$ cat config.mk
export PLATFORM = sky130hd
export DESIGN_NAME = pc_sequencer
export DESIGN_NICKNAME = d
export VERILOG_FILES = /design/src/rtl/pc_sequencer.sv
export SDC_FILE = /design/constraint.sdc
export NUM_CORES = 1
export LEC_CHECK = 0
export ABC_AREA = 1
export CORE_MARGIN = 2
export CORE_UTILIZATION = 43
export DETAILED_ROUTE_END_ITERATION = 7
export PLACE_DENSITY = 0.93
export SYNTH_ARGS = -nofsm -noshare
export SYNTH_HDL_FRONTEND = slang
export SYNTH_SLANG_ARGS = --single-unit
$ cat constraint.sdc
create_clock -name CLK -period 1.9 [get_ports CLK]
set_clock_uncertainty 0.05 [all_clocks]
set_input_delay 0.475 -clock CLK [delete_from_list [all_inputs] [get_ports CLK]]
set_output_delay 0.475 -clock CLK [all_outputs]
set_load 0.05 [all_outputs]
$ cat src/rtl/pc_sequencer.sv
// Program counter sequencer with an optional return-address stack (RAS).
// Define PC_SEQUENCER_RAS_EN to build the RAS in; otherwise CALL and return-select are inert.
module pc_sequencer #(
    parameter int unsigned       ADDR_W    = 10,
    parameter int unsigned       RAS_DEPTH = 8,
    parameter logic [ADDR_W-1:0] INTR_VEC  = '1,
    localparam int unsigned      CNT_W     = $clog2(RAS_DEPTH + 1)
) (
    input  logic              CLK,
    input  logic              RST,
    input  logic              PC_LD,
    input  logic              PC_INC,
    input  logic [1:0]        PC_MUX_SEL,
    input  logic [ADDR_W-1:0] IR,
    input  logic [ADDR_W-1:0] DATA_OUT,
    input  logic              CALL,
    output logic [ADDR_W-1:0] PC_COUNT,
    output logic              RAS_FULL,
    output logic              RAS_EMPTY,
    output logic              RAS_ERR,
    output logic [CNT_W-1:0]  RAS_CNT
);

    typedef enum logic [1:0] {
        SEL_IR   = 2'd0,
        SEL_DATA = 2'd1,
        SEL_VEC  = 2'd2,
        SEL_RAS  = 2'd3
    } pc_sel_e;

    pc_sel_e           sel;
    logic [ADDR_W-1:0] pc_q, pc_d;
    logic [ADDR_W-1:0] pc_plus1;

    assign sel      = pc_sel_e'(PC_MUX_SEL);
    assign pc_plus1 = pc_q + ADDR_W'(1);
    assign PC_COUNT = pc_q;

`ifdef PC_SEQUENCER_RAS_EN
    localparam int unsigned IDX_W = $clog2(RAS_DEPTH);

    logic [ADDR_W-1:0] ras_q [RAS_DEPTH];
    logic [CNT_W-1:0]  cnt_q, cnt_d;
    logic              err_q, err_d;
    logic              full_q, full_d;
    logic              empty_q, empty_d;
    logic              wr_en;
    logic [IDX_W-1:0]  wr_idx;
    logic [IDX_W-1:0]  top_idx;
    logic              at_full;
    logic              at_empty;

    assign at_full  = (cnt_q == CNT_W'(RAS_DEPTH));
    assign at_empty = (cnt_q == '0);
    assign top_idx  = IDX_W'(cnt_q - CNT_W'(1));

    always_comb begin
        pc_d   = pc_q;
        cnt_d  = cnt_q;
        err_d  = err_q;
        wr_en  = 1'b0;
        wr_idx = IDX_W'(cnt_q);
        if (PC_LD) begin
            unique case (sel)
                SEL_IR:   pc_d = IR;
                SEL_DATA: pc_d = DATA_OUT;
                SEL_VEC:  pc_d = INTR_VEC;
                SEL_RAS: begin
                    if (at_empty) begin
                        pc_d  = INTR_VEC;
                        err_d = 1'b1;
                    end else begin
                        pc_d = ras_q[top_idx];
                        // Call through a return swaps the top entry in place, occupancy unchanged.
                        if (CALL) begin
                            wr_en  = 1'b1;
                            wr_idx = top_idx;
                        end else begin
                            cnt_d = cnt_q - CNT_W'(1);
                        end
                    end
                end
                default: pc_d = pc_q;
            endcase
            if (CALL && (sel != SEL_RAS)) begin
                if (at_full) begin
                    err_d = 1'b1;
                end else begin
                    wr_en = 1'b1;
                    cnt_d = cnt_q + CNT_W'(1);
                end
            end
        end else if (PC_INC) begin
            pc_d = pc_plus1;
        end
    end

    always_comb begin
        full_d  = (cnt_d == CNT_W'(RAS_DEPTH));
        empty_d = (cnt_d == '0);
    end

    always_ff @(posedge CLK or posedge RST) begin
        if (RST) begin
            pc_q    <= '0;
            cnt_q   <= '0;
            err_q   <= 1'b0;
            full_q  <= 1'b0;
            empty_q <= 1'b1;
        end else begin
            pc_q    <= pc_d;
            cnt_q   <= cnt_d;
            err_q   <= err_d;
            full_q  <= full_d;
            empty_q <= empty_d;
        end
    end

    // Entry storage is not reset; occupancy gating keeps stale entries unreachable.
    always_ff @(posedge CLK) begin
        if (wr_en) begin
            ras_q[wr_idx] <= pc_plus1;
        end
    end

    assign RAS_CNT   = cnt_q;
    assign RAS_ERR   = err_q;
    assign RAS_FULL  = full_q;
    assign RAS_EMPTY = empty_q;
`else
    logic unused_call;
    assign unused_call = CALL;

    always_comb begin
        pc_d = pc_q;
        if (PC_LD) begin
            unique case (sel)
                SEL_IR:   pc_d = IR;
                SEL_DATA: pc_d = DATA_OUT;
                SEL_VEC:  pc_d = INTR_VEC;
                SEL_RAS:  pc_d = pc_q;
                default:  pc_d = pc_q;
            endcase
        end else if (PC_INC) begin
            pc_d = pc_plus1;
        end
    end

    always_ff @(posedge CLK or posedge RST) begin
        if (RST) begin
            pc_q <= '0;
        end else begin
            pc_q <= pc_d;
        end
    end

    assign RAS_CNT   = '0;
    assign RAS_ERR   = 1'b0;
    assign RAS_FULL  = 1'b0;
    assign RAS_EMPTY = 1'b1;
`endif

endmodule
==> impl_metrics.ini <==
[outcome]
status = finished, final reports clean

[placed_design]
dp_hpwl_mm = 1.962
place_area_mm2 = 0.001285
portBuffers = 35
gp_congestion = 0.8735

[timing]
max_freq_mhz = 556.8
finalMaxSlewViolations = 0
period_minus_slack_ps = 1796
final_hold_viol_count = 0
rsz0062_at_grt = false
setup_violations = 0
post-route-period-util_pct = 94.53

[logic_synthesis]
synth_top_family_by_area = simple AND/OR/NAND/NOR gates
synth_area_leaders = dfrtp_1, nand2_1, a21oi_1
synth-compound-area-share_pct = 17.81
synth_cells = 142
synthAdderAreaFrac_pct = 5.479
synthesis.area_um2 = 913.4
synthXorXnorAreaFrac_pct = 0
yosys.area.top_type = dfrtp_1
synth_cell_types = 24
yosys.area.top_type_share_pct = 27.40
yosysSeqAreaShare_pct = 27.40
synth_seq_cells = 10
synth_mux_area_share_pct = 0
avgSynthCellArea_um2 = 6.432
synth-simple-area-share_pct = 34.11
yosysWarnings = 0

[routing]
drt_iter0_drc = 19
wire_per_inst_um = 11.71
drc = 0
postRouteAntennaNets = 0
avgViaCountPerCell = 4.866
drt-total-wl_mm = 2.447
firstDrtPassIters = 4
routed-via-count = 1017

[global_route]
overflow = 0
first_global_vias = 1054
grtUsageTotal_pct = 21.59
antenna_found_initial = 0
grt_pass1_wl_mm = 4.195
grt_max_degree = 13

[final_layout]
nFillCells = 157
syn2layout_area_growth_pct = 46.30
largest_register_ffs = 10
seqCellArea_um2 = 250.2
multi_input_area_um2 = 575.6
drive_above_1_share_pct = 17.58
num-nets-final = 215
antenna_cells = 0
final_cell_area_mm2 = 0.001336

[power_and_ir_drop]
p_leak_nw = 0.6281
peakVddDrop_mv = 0.5312
power_mw = 1.037
power_density_mw_per_mm2 = 776.2

[die]
io_pins = 44
rows = 16
dieWidth_um = 50.09
dieHeight_um = 50.09
initial_core_util_pct = 46.09
core_mm2 = 0.001982
die_area_mm2 = 0.002509

[clocking]
cts_tree = yes
clk_pin_slew_worst_paths_ps = 60
worstSkewPairLatency_ps = 260
cts_setup_buffers = 0
clockRootBuffer = clkbuf_4
cts_buffers = 3
cts.sinks = 10
htreeDepth = 1
cts_buffer_depth = 2

[critical_path]
path_max_fanout = 10
critPathCaptureType = flop
cp.arrival_ps = 1890
worst_setup_path_start_kind = input pin
critPathKind = in2reg
worstPathRequired_ps = 2000

[min_path]
hp-class = in2async

[flow_run]
drv_cap = 0
through the flow:
step / setup slack (ps) / setup TNS [ps] / hold WS, ps / util (%) / std cells
2_1_floorplan: 271.1 / 0 / 265.2 / - / 147
3_3_place_gp: -245.5 / -2010 / 495.4 / 64.84 / 206
3_5_place_dp: -308.3 / -2602 / 501.5 / 64.84 / 206
4_1_cts: 38.46 / 0 / 451.3 / 66.04 / 209
5_1_grt: 27.88 / 0 / 467.3 / 67.42 / 209
6_report: 104.0 / 0 / 434.8 / 67.42 / 209
Yosys cell counts:
cell	n
a211oi_1	2
a21oi_1	14
a31oi_1	2
buf_2	3
buf_4	7
buf_6	1
clkinv_1	1
conb_1	2
dfrtp_1	10
ha_1	4
inv_1	11
inv_2	2
nand2_1	38
nand3_1	10
nand4_1	1
nor2_1	16
nor2_2	3
nor2_4	2
nor3_1	1
o211ai_1	2
o21ai_0	7
o21bai_1	1
o31ai_1	1
or2_2	1
metal layers:
layer	routed length, um	GRT usage (%)
met3	122	7.273
met2	1254	38.60
met1	1047	23.54
met5	0	0
met4	23	6.944
report_power, final:
group / internal [mW] / leakage, nW / total [mW] / switching (mW)
Sequential: 0.257 / 0.114 / 0.324 / 0.0671
Combinational: 0.210 / 0.501 / 0.572 / 0.362
Clock: 0.0730 / 0.0138 / 0.141 / 0.0679
Total: 0.540 / 0.628 / 1.04 / 0.497
cells in the final DEF (no fill, tap or decap), drive strengths merged:
| master | instances |
|---|---|
| ha | 4 |
| nand4 | 1 |
| buf | 18 |
| nand2 | 38 |
| a21oi | 14 |
| a31oi | 2 |
| dfrtp | 10 |
| o21ai | 7 |
| clkinv | 1 |
| conb | 7 |
| nor3 | 1 |
| clkbuf | 3 |
| o21bai | 1 |
| or2 | 1 |
| a211oi | 2 |
| inv | 13 |
| o211ai | 2 |
| nand3 | 10 |
| nor2 | 21 |
| o31ai | 1 |
| clkdlybuf4s50 | 25 |
repair_timing:
| action | 4_1_cts | 5_1_grt |
|---|---|---|
| resized for setup | 1 | 4 |
| hold buffers | 0 | 0 |
| cloned | 0 | 0 |
| setup endpoints to repair | 3 | 7 |
| pin swaps | 0 | 0 |
final timing paths:
kind	from	slack, ps	depth (start not counted)	end
max in group asynchronous	RST	1100	2	PC_COUNT[7]
max	PC_MUX_SEL[0]	100	8	PC_COUNT[6]
max reg2reg	PC_COUNT[0]	380	7	PC_COUNT[8]
min	RST	430	2	PC_COUNT[6]
min in group CLK	PC_COUNT[5]	510	2	PC_COUNT[5]
min reg2reg	PC_COUNT[5]	510	2	PC_COUNT[5]
area by class of cell:
cell class	count	share of cell area (%)
well taps	27	2.528
inverters	14	4.213
multi-input cells	112	43.07
repair buffers	43	29.78
clock buffers	3	1.685
flip-flops and latches	10	18.73
critical path, stage by stage:
cell and delay (ps):
clkdlybuf4s50_1 490, inv_1 80, ha_4 280, clkinv_2 120, nor2_1 120, a21oi_1 60, a21oi_1 180, a21oi_1 90
cell families after synthesis:
group	Yosys count
AND/OR/NAND/NOR	72
adder cells (fa/ha/maj)	4
flip-flops	10
AO/OA/AOI/OAI	29
buffers and inverters	25
other	2
Power figures use the tool's default switching activity.
==> edit 1, RTL diff (config.mk and constraints unchanged) <==
Put one more register stage on the output `PC_COUNT`, without a reset. The value now appears one clock later. The other outputs are not delayed to match.
--- a/src/rtl/pc_sequencer.sv
+++ b/src/rtl/pc_sequencer.sv
@@ -35,5 +35,7 @@
     assign sel      = pc_sel_e'(PC_MUX_SEL);
     assign pc_plus1 = pc_q + ADDR_W'(1);
-    assign PC_COUNT = pc_q;
+    always_ff @(posedge CLK) begin
+        PC_COUNT <= pc_q;
+    end
 
 `ifdef PC_SEQUENCER_RAS_EN
Function: changed (a bounded check fails within 4 cycles, from zero or initial values and one cycle with RST high).
==> edit 1 against the original RTL <==
- first-iteration DRC count rose by 37%
- non-clock buffer count rose by 4
- sequential cell count rose by 10
- wire length rose by 1.3%
- setup slack got worse by 47 ps
- design area rose by 16%
- utilization fell by 4.5 points
- area after synthesis rose by 22%
- total power rose by 29%
- critical path depth rose by 1
- via count rose by 8.0%
- clock power rose by 36%
- global-route usage fell by 3.0 points
- largest cell class unchanged
==> edit 1: results (changes against the original RTL) <==
.. list-table::
   :header-rows: 1

   * - Metric
     - Value
   * - Outcome
     - completed
   * - Wire length of the first global-routing pass
     - 3960 um (-5.6%)
   * - FF-to-FF End
     - pc_q[8]
   * - Detailed-routing wirelength on met1
     - 1100 um (+5.3%)
   * - Routing usage on met1
     - 24.6% (+1.1 points)
   * - Number of unique standard cell types used by synthesis
     - 25 (+4.2%)
   * - GRT met3 Usage
     - 1.61% (-5.7 points)
   * - Reg2reg start
     - pc_q[0]
   * - Number of filler cells placed in the layout
     - 220 (+40%)
   * - Crit path to
     - pc_q[5]
   * - Share of cell area taken by flip-flops and latches
     - 29.2% (+10 points)
   * - Area after detailed placement
     - 1510 um^2 (+17%)
   * - Class of the most critical hold timing path
     - register to register
   * - Share of flip-flops with an asynchronous set or reset after synthesis
     - 50.0% (-50 points)
   * - Leakage
     - 0.000726 uW (+16%)
   * - Share of the final layout cell area in multi-input gates
     - 36.6% (-6.4 points)
   * - Share of the yosys chip area belonging to registers
     - 40.4% (+13 points)
   * - Global-route track usage on met2
     - 30.2% (-8.4 points)
   * - Endpoint arrival time on the critical path
     - 1990 ps (+100 ps)
   * - Cell count after synthesis
     - 152 (+7.0%)
   * - Number of standard cells in the layout, taps in and fillers out
     - 226 (+8.1%)
   * - Buffer share of cell area
     - 26.9% (-2.9 points)
   * - Placed insts
     - 223 (+8.3%)
   * - Largest fanout of any net on the critical path
     - 12 (+2)
   * - Non-clock buffer instance count of the final layout
     - 47 (+9.3%)
   * - Routability congestion estimate from global placement
     - 0.829 (-5.1%)
   * - Clock transition at the registers of the reported paths
     - 100 ps (+40 ps)
   * - Combined global-route utilization of all metal layers
     - 18.6% (-3.0 points)
   * - Layout Cell Area excl Fill
     - 1540 um^2 (+16%)
   * - Routed length on met3
     - 189 um (+55%)
   * - Number of synthesized register bits
     - 20 (+10)
   * - Vias in the first global route
     - 948 (-10%)
   * - Complex-gate fraction of the synthesized area
     - 14.6% (-3.2 points)
   * - Final Core Density
     - 62.9% (-4.5 points)
   * - DR vias
     - 1098 (+8.0%)
==> edit 1: cell count changes after synthesis <==
| cell | before | now |
|---|---|---|
| dfxtp_1 | 0 | 10 |
==> edit 1: power breakdown <==
part | internal, uW | switching, uW | total, uW | leakage [uW]
Sequential | 512 | 70.1 | 582 | 0.000198
Clock | 73.9 | 118 | 192 | 0.0000138
Combinational | 210 | 358 | 568 | 0.000514
Total | 796 | 545 | 1340 | 0.000726
==> edit 1: worst min-delay path by stage <==
stage	from	endpoint	slack, ps	cells past startpoint
finish	pc_q[9]	PC_COUNT[9]	390	0
global route	pc_q[9]	PC_COUNT[9]	410	0
CTS	pc_q[9]	PC_COUNT[9]	390	0
detailed placement	pc_q[9]	PC_COUNT[9]	370	0
global placement	pc_q[4]	PC_COUNT[4]	360	0
floorplan	RST	pc_q[0]	270	1
==> edit 1: repair_timing <==
item,CTS,global route
gates resized for setup,0,3
setup endpoints to repair,0,5
hold buffers,0,0
==> edit 2, RTL diff (config.mk and constraints unchanged) <==
Without the edit above. The parameter `RAS_DEPTH` goes from 8 to 16.
--- a/src/rtl/pc_sequencer.sv
+++ b/src/rtl/pc_sequencer.sv
@@ -3,5 +3,5 @@
 module pc_sequencer #(
     parameter int unsigned       ADDR_W    = 10,
-    parameter int unsigned       RAS_DEPTH = 8,
+    parameter int unsigned       RAS_DEPTH = 16,
     parameter logic [ADDR_W-1:0] INTR_VEC  = '1,
     localparam int unsigned      CNT_W     = $clog2(RAS_DEPTH + 1)
Ports: changed (resized RAS_CNT); port bits go from 44 to 45. The function was not compared with the original's and may differ.
==> edit 2 against the original RTL <==
- design area grew 3.5%
- total power grew 6.0%
- sequential cell count is the same
- setup slack lost 22 ps
- wire length grew 0.12%
- area after synthesis grew 0.82%
- die area grew 0.74%
==> edit 2: results (changes against the original RTL) <==
.. list-table::
   :header-rows: 1

   * - Metric
     - Value
   * - Largest fanout of any net on the critical path
     - 7 (-3)
   * - Fraction of final layout cells sized beyond drive strength 1
     - 20.6% (+3.1 points)
   * - Post-synthesis average cell area
     - 6.44 um^2 (+0.12%)
   * - Non-clock buffer instance count of the final layout
     - 48 (+12%)
   * - Outcome
     - completed
   * - Worst-case hold slack
     - 423 ps (-11.7 ps)
   * - Net switching share of the total power
     - 46.8% (-1.1 points)
   * - Max FFs per register
     - 10 (unchanged)
   * - Top cells by area in the synthesized netlist
     - dfrtp_1 27%, nand2_1 15%, a21oi_1 7.6%
   * - Vias in the first global route
     - 1074 (+1.9%)
   * - Count of clock buffers in the final design
     - 4 (+1)
   * - DR vias
     - 1078 (+6.0%)
   * - Number of unique standard cell types used by synthesis
     - 24 (unchanged)
   * - Number of nets in the layout
     - 221 (+2.8%)
   * - Area of the multi-input gates
     - 582 um^2 (+1.1%)
   * - Leakage
     - 0.000657 uW (+4.7%)
   * - DRT iter0 DRCs
     - 21 (+2)
   * - Pin count of the biggest net entering global routing
     - 11 (-2)
   * - Combined global-route utilization of all metal layers
     - 21.7% (+0.13 points)
   * - Routability congestion estimate from global placement
     - 0.838 (-4.1%)
   * - Number of filler cells placed in the layout
     - 174 (+11%)
   * - Drt total wl
     - 2450 um (+0.12%)
   * - Share of the yosys chip area belonging to registers
     - 27.2% (-0.22 points)
   * - Placed insts
     - 211 (+2.4%)
   * - Average wire per cell in the routed design
     - 11.3 um (-3.1%)
   * - Endpoint arrival time on the critical path
     - 1920 ps (+30 ps)
   * - Cts-stage hold buffer count
     - 0 (unchanged)
   * - Worst IR drop on VDD
     - 653 uV (+23%)
   * - Delay of the slowest cell on the worst path
     - 520 ps (+30 ps)
   * - Buffer share of cell area
     - 30.9% (+1.1 points)
   * - Crit path to
     - PC_COUNT[8]
   * - Clock tree root buffer cell
     - clkbuf_4
   * - Multi-input logic cell count
     - 113 (+0.89%)
   * - Combinational power
     - 583 uW (+2%)
   * - Count of port buffers added during placement
     - 35 (unchanged)
   * - Reg2reg setup slack
     - 420 ps (+40 ps)
   * - Clock tree cell share of total cell area
     - 2.62% (+0.94 points)
   * - Share of flip-flops with an asynchronous set or reset after synthesis
     - 100% (unchanged)
   * - Startpoint of the most critical setup path
     - PC_MUX_SEL[1]
   * - Final hold violation count
     - 0 (unchanged)
   * - Wire length of the first global-routing pass
     - 4250 um (+1.3%)
   * - Half-perimeter wire length after detailed placement
     - 1940 um (-1.0%)
## edit 2: changes by cell type after synthesis
| cell | delta |
|---|---|
| buf_4 | +1 |
## edit 2: routing by layer
| metal | wire length (um) | GRT usage [%] |
|---|---|---|
| met1 | 1040 | 23.8 |
| met2 | 1230 | 39.9 |
| met3 | 138 | 6.25 |
| met4 | 39 | 6.48 |
| met5 | 0 | 0 |
## edit 2: stage by stage
stage          worst slack [ps]  setup TNS [ps]  cell area (um^2)  total power [uW]
3_3_place_gp               -229           -1920              1310               872
2_1_floorplan               271               0               943               702
4_1_cts                    46.9               0              1340              1090
3_5_place_dp               -313           -2460              1310               893
6_report                   81.6               0              1380              1100
5_1_grt                   -17.8           -50.2              1380              1170
## edit 2: logic make-up (layout without fill, tap and decap cells)
logic type,after synthesis,count (layout),share of synthesized area [%]
other,2,8,0.816
flip-flops,10,10,27.2
adder cells (fa/ha/maj),4,4,5.43
AND/OR/NAND/NOR,72,72,33.8
AO/OA/AOI/OAI,29,29,17.7
buffers and inverters,26,66,15.1
